<file path="src/rtl/tone_sequencer_multi.sv">
// Multi-voice square-wave tone sequencer fed from a writable per-voice song RAM.
// Define TONE_SEQ_LOOP_EN to restart non-empty songs at entry 0 instead of stopping.
module tone_sequencer_multi #(
  parameter int unsigned NUM_VOICES = 2,
  parameter int unsigned SONG_DEPTH = 32,
  parameter int unsigned PERIOD_W   = 16,
  parameter int unsigned DUR_W      = 8,
  localparam int unsigned ADDR_W    = $clog2(SONG_DEPTH)
) (
  input  logic                      clk_i,
  input  logic                      rst_i,
  input  logic [15:0]               ticks_per_milli_i,
  input  logic                      play_i,
  input  logic                      wr_en_i,
  input  logic [1:0]                wr_voice_i,
  input  logic [ADDR_W-1:0]         wr_addr_i,
  input  logic [PERIOD_W+DUR_W-1:0] wr_data_i,
  output logic [NUM_VOICES-1:0]     voice_out_o,
  output logic                      sound_o,
  output logic [7:0]                led_o
);

  localparam int unsigned EntryW = PERIOD_W + DUR_W;
  localparam int unsigned MixW   = (NUM_VOICES > 1) ? $clog2(NUM_VOICES) : 1;

  typedef enum logic [1:0] {StIdle, StLoad, StPlay, StDone} state_e;

  // Millisecond tick; >= keeps a shrinking ticks_per_milli from overshooting.
  logic [15:0] tick_q, tick_d, tick_max;
  logic        ms_tick;

  always_comb begin
    tick_max = (ticks_per_milli_i == '0) ? 16'd0 : ticks_per_milli_i - 16'd1;
    ms_tick  = (tick_q >= tick_max);
    tick_d   = ms_tick ? '0 : tick_q + 16'd1;
  end

  logic [NUM_VOICES-1:0] busy_vec, done_vec;
  logic [ADDR_W-1:0]     addr0;

  for (genvar v = 0; v < NUM_VOICES; v++) begin : g_voice
    logic [EntryW-1:0]   mem_q [SONG_DEPTH];
    logic [EntryW-1:0]   rd_q;
    logic [PERIOD_W-1:0] rd_half;
    logic [DUR_W-1:0]    rd_dur;
    state_e              state_q, state_d;
    logic [ADDR_W-1:0]   addr_q, addr_d;
    logic [PERIOD_W-1:0] half_q, half_d, phase_q, phase_d;
    logic [DUR_W-1:0]    dur_q, dur_d;
    logic                out_q, out_d;

    assign {rd_half, rd_dur} = rd_q;

    // Read port follows addr_d so the entry is ready during the LOAD cycle.
    always_ff @(posedge clk_i) begin
      if (wr_en_i && (wr_voice_i == 2'(v))) begin
        mem_q[wr_addr_i] <= wr_data_i;
      end
      rd_q <= mem_q[addr_d];
    end

    always_comb begin
      state_d = state_q;
      addr_d  = addr_q;
      half_d  = half_q;
      phase_d = phase_q;
      dur_d   = dur_q;
      out_d   = out_q;
      if (!play_i) begin
        state_d = StIdle;
        addr_d  = '0;
        phase_d = '0;
        dur_d   = '0;
        out_d   = 1'b0;
      end else begin
        unique case (state_q)
          StIdle: begin
            addr_d  = '0;
            out_d   = 1'b0;
            state_d = StLoad;
          end
          StLoad: begin
            if (rd_dur == '0) begin
`ifdef TONE_SEQ_LOOP_EN
              if (addr_q != '0) begin
                addr_d = '0;
              end else begin
                state_d = StDone;
              end
`else
              state_d = StDone;
`endif
            end else begin
              state_d = StPlay;
              half_d  = rd_half;
              dur_d   = rd_dur;
              phase_d = '0;
              out_d   = 1'b0;
            end
          end
          StPlay: begin
            if (half_q != '0) begin
              if (phase_q == half_q - PERIOD_W'(1)) begin
                phase_d = '0;
                out_d   = ~out_q;
              end else begin
                phase_d = phase_q + PERIOD_W'(1);
              end
            end
            if (ms_tick) begin
              if (dur_q == DUR_W'(1)) begin
                addr_d  = addr_q + ADDR_W'(1);
                state_d = StLoad;
                out_d   = 1'b0;
              end else begin
                dur_d = dur_q - DUR_W'(1);
              end
            end
          end
          StDone:  out_d = 1'b0;
          default: state_d = StIdle;
        endcase
      end
    end

    always_ff @(posedge clk_i or posedge rst_i) begin
      if (rst_i) begin
        state_q <= StIdle;
        addr_q  <= '0;
        half_q  <= '0;
        phase_q <= '0;
        dur_q   <= '0;
        out_q   <= 1'b0;
      end else begin
        state_q <= state_d;
        addr_q  <= addr_d;
        half_q  <= half_d;
        phase_q <= phase_d;
        dur_q   <= dur_d;
        out_q   <= out_d;
      end
    end

    assign voice_out_o[v] = out_q;
    assign busy_vec[v]    = (state_q == StLoad) || (state_q == StPlay);
    assign done_vec[v]    = (state_q == StDone);

    if (v == 0) begin : g_addr0
      assign addr0 = addr_q;
    end
  end

  logic [MixW-1:0] mix_q, mix_d;
  logic            sound_q;

  assign mix_d = (mix_q == MixW'(NUM_VOICES - 1)) ? '0 : mix_q + MixW'(1);

  always_ff @(posedge clk_i or posedge rst_i) begin
    if (rst_i) begin
      tick_q  <= '0;
      mix_q   <= '0;
      sound_q <= 1'b0;
    end else begin
      tick_q  <= tick_d;
      mix_q   <= mix_d;
      sound_q <= voice_out_o[mix_q];
    end
  end

  assign sound_o = sound_q;

  logic [5:0] led_addr;

  always_comb begin
    led_addr             = '0;
    led_addr[ADDR_W-1:0] = addr0;
  end

  assign led_o = {|busy_vec, &done_vec, led_addr};

endmodule
</file>
<file path="config.mk">
export PLATFORM = sky130hd
export DESIGN_NAME = tone_sequencer_multi
export DESIGN_NICKNAME = d
export VERILOG_FILES = /design/src/rtl/tone_sequencer_multi.sv
export SDC_FILE = /design/constraint.sdc
export NUM_CORES = 2
export LEC_CHECK = 0
export ABC_CLOCK_PERIOD_IN_PS = 3200
export BUFFER_PORTS_ARGS = -buffer_cell sky130_fd_sc_hd__buf_2
export CAP_MARGIN = 20
export CORE_AREA = 4 4 551 553
export DETAILED_ROUTE_END_ITERATION = 7
export DIE_AREA = 0 0 555 557
export SETUP_SLACK_MARGIN = 0.15
export SYNTH_ARGS = -nofsm -noshare
export SYNTH_HDL_FRONTEND = slang
export SYNTH_SLANG_ARGS = --single-unit
export TNS_END_PERCENT = 10
</file>
<file path="constraint.sdc">
create_clock -name clk_i -period 3.2 [get_ports clk_i]
set_input_delay 0.16 -clock clk_i [delete_from_list [all_inputs] [get_ports clk_i]]
set_output_delay 0.16 -clock clk_i [all_outputs]
set_load 0.05 [all_outputs]
</file>
==> results by group <==
Outcome
  • Status: finished, violations left
  • Failing checks: negative setup slack

Route
  • Pre-antenna DRT Iters: 5
  • Initial drt markers: 4832
  • Drc violations: 0
  • Via/cell ratio: 4.61
  • Final ANT Viol Nets: 0
  • DR WL/cell: ~21 µm
  • Total wire length: slightly above 200000 µm
  • DR vias: 44116

Pwr
  • Max VDD drop: ~0.00058 V
  • P_int: ~38 mW
  • Clock share of power: 0.405
  • Leak: between 30 and 40 nW
  • Power per cell area: roughly 580 nW/µm²
  • Sequential Power Share: 0.503
  • Sw Pwr: between 10 and 15 mW
  • Total power: between 50 and 60 mW
  • Switching Share: 0.238
  • Power share of the combinational group: 0.092

Synth
  • Netlist cell types: 75
  • Sequential area share after synthesis: 0.729
  • Synth area leaders: edfxtp_1 67%, nand2_1 5.6%, dfrtp_1 4.2%
  • Yosys reg bits: approximately 1700
  • Top cell type's share of synthesized area: 0.674
  • Yosys top cell by area: edfxtp_1
  • Synthesized Nets: 4930
  • Synth Area per Inst: about 14 µm²
  • Post-synth EDFFs: 1536
  • Ys Warns: 0
  • Synth Flop Type: edfxtp_1
  • Ys async rst share: 0.0671
  • Synthesized area: a little under 70000 µm²
  • Post-Synthesis Cells: roughly 4800

Clock tree
  • Root Buffer: clkbuf_16
  • Clock transition at path regs: 60 ps
  • CTS tree: yes
  • Bufs on Longest Clock Path: 3
  • Clk Latency, worst-skew pair: roughly 840 ps
  • Cts bufs inserted: approximately 170
  • Htree depth: 4
  • CTS sink count: 1698

Cells and area
  • Share of cells above drive strength 1: 0.234
  • Post-layout nets: ~5500
  • Layout area overhead: 26.3%

GRT
  • Initial antenna violation count: 25
  • Pin count of the biggest net entering global routing: a little under 70
  • Congestion Overflow GR: 0
  • Vias in the first global route: between 40000 and 50000
  • Total track usage: 0.127
  • First-pass GRT wire length: just under 300000 µm

Timing
  • Hold Vio Cnt, Final: 0
  • Clock Skew: approximately 80 ps
  • Min cycle time layout: 4350 ps
  • Period utilization: 1.36
  • Setup TNS Final: -47340 ps
  • Slew of the pin with the lowest slew margin: 1170 ps
  • Slew margin rel.: 0.219
  • Unrepaired setup endpoints after global routing: true
  • Slew Limit Fails: 0
  • Endpoints failing setup: 53
  • Fmax: 230 MHz
  • Final setup margin: -1150 ps

Floorplanning
  • Area of the core: roughly 300000 µm²
  • Row count: between 200 and 250
  • Die Y: about 560 µm
  • Initial Util: 0.229
  • I/O Pins: 62
  • Chip width: about 560 µm
  • Die area: a little over 300000 µm²

Worst setup path
  • Critical path type: input port to register
  • CP Data Arrival Time: around 5100 ps
  • CP Max Fanout: 8
  • Crit path required time: 3910 ps
  • CP Capture Type: register
  • Worst-case reg-to-reg path depth: 17
  • Critical path launch point type: input port

Placement
  • # port buffers: 60
  • Dpl hpwl: roughly 120000 µm
  • Routability-driven placement congestion ratio: 0.822

Min path
  • Worst min path class: input port to register
  • Hold path depth: 1

Run
  • Max-cap violations: 0
-- synth_stat cells, types with 7 or more instances --
cell and n:
or3_1 11, nor4_1 65, a221o_1 23, buf_2 93, clkbuf_1 142, or4_1 12, nor2_1 142, o221ai_1 24
a211oi_1 27, o22ai_1 73, a22o_1 27, dfrtp_1 114, edfxtp_1 1536, nand4_1 21, buf_1 10, o31ai_1 7
ha_1 39, buf_4 15, o21ai_0 87, nor2b_1 7, o211ai_1 7, a32oi_1 24, nand3b_1 7, and2_1 7
dfxtp_1 48, a21oi_1 131, and3_1 78, a31oi_1 59, nand2_1 1020, inv_1 37, mux2i_1 276, nand3_1 366
xor2_1 33, xnor2_1 43, nand2b_1 15, mux2_2 77, mux4_2 46, nor3_1 23
-- timing repair --
item | 4_1_cts | 5_1_grt
hold endpoints to repair | 439 | 119
gates cloned | 5 | 3
buffers inserted | 21 | 28
gates resized for setup | 190 | 108
hold buffers | 14 | 3
setup endpoints to repair | 87 | 107
pin swaps | 69 | 34
-- routing by layer --
layer	part of all wire	routed length (µm)	global-route usage	vias up
met4	0.032	6360	0.0429	4
met3	0.083	16800	0.0297	337
met5	0.00013	27	0	-
met2	0.47	95100	0.206	1776
met1	0.41	83600	0.166	22546
li1	-	-	-	19453
-- cell type report --
class / instances / area [µm²]
fill: 29782 / 212000
sequential: 1698 / 49900
multi-input combinational: 2840 / 18700
timing repair buffer: 698 / 7000
tap: 3958 / 4950
clock buffer: 237 / 4710
clock inverter: 86 / 1010
inverter: 41 / 189
antenna: 5 / 12.5
timing repair inverter: 1 / 8.76
-- power groups by stage --
stage / clock network, mW / registers [mW] / logic [mW]
final: 20.3 / 25.2 / 4.61
after global routing: 21.7 / 25.3 / 5.05
after CTS: 20.7 / 25.2 / 4.48
after detailed placement: 0 / 25.6 / 4.25
after global placement: 0 / 25.6 / 4.14
after floorplan: 0 / 25.5 / 2.24
-- worst max-delay path, cell delays in order --
cell and delay (ps):
buf_6 90, or4_4 560, nor3_4 180, buf_6 140, buf_6 90, nand4b_1 170
buf_6 200, nand2b_1 70, ha_1 220, a2111o_1 480, and3_4 210, buf_8 140
nor4_4 320, nor3_4 80, buf_12 170, buf_16 150, buf_12 140, buf_12 130
mux2i_1 120, mux2_2 270, a22o_1 250, a221o_1 360, nor4_4 310
-- per-stage QoR --
step	worst slack, ps	util	instance area, µm²	hold slack [ps]	cells
3_3_place_gp	-3000	0.262	78400	426	9158
2_1_floorplan	-1050	-	68700	259	4840
4_1_cts	-1060	0.286	85600	9.60	9522
6_report	-1150	0.289	86500	67.5	9564
3_5_place_dp	-2750	0.263	78400	434	9159
5_1_grt	-1310	0.289	86500	56.3	9561
-- flip-flops by register name, summed over array words and instances, names as in the netlist, 2 cells and up --
name             count
g_voice.addr_q       5
g_voice.phase_q     32
g_voice.dur_q       16
g_voice.state_q      4
g_voice.out_q        2
g_voice.mem_q     1536
g_voice.rd_q        48
tick_q              16
g_voice.half_q      32
addr0                5
-- layout by cell type, fill, tap and decap left out, types with 48 or more instances in the layout --
cell / count
dfxtp_1: 48
buf_4: 460
a31oi_1: 55
buf_12: 109
nand2_1: 1009
nor2_1: 72
clkbuf_1: 52
nor2_2: 67
buf_2: 60
o21ai_0: 52
dfrtp_1: 114
and3_1: 76
o22ai_1: 59
mux2i_1: 271
mux2_2: 73
clkbuf_16: 177
edfxtp_1: 1536
a21oi_1: 119
nand3_1: 363
-- logic make-up after synthesis --
family | share of synthesized area
fa+ha+maj | 0.00713
simple gates | 0.117
other cells | 0.0000548
mux | 0.0681
compound gates | 0.0497
buf+inv | 0.0192
flops | 0.729
xor+xnor | 0.00972
-- final timing paths --
check                                startpoint  slack (ps)                       end
min in group asynchronous                 rst_i         120                   sound_o
max in group asynchronous                 rst_i        2240       g_voice[0].dur_q[3]
hold reg to reg             g_voice[1].rd_q[14]         440      g_voice[1].half_q[6]
setup / recovery           ticks_per_milli_i[5]       -1150        g_voice[0].rd_q[5]
hold / removal                    wr_data_i[22]          70  g_voice[1].mem_q[25][22]
setup reg to reg                      tick_q[0]        -790        g_voice[0].rd_q[5]
Power figures use the tool's default switching activity.
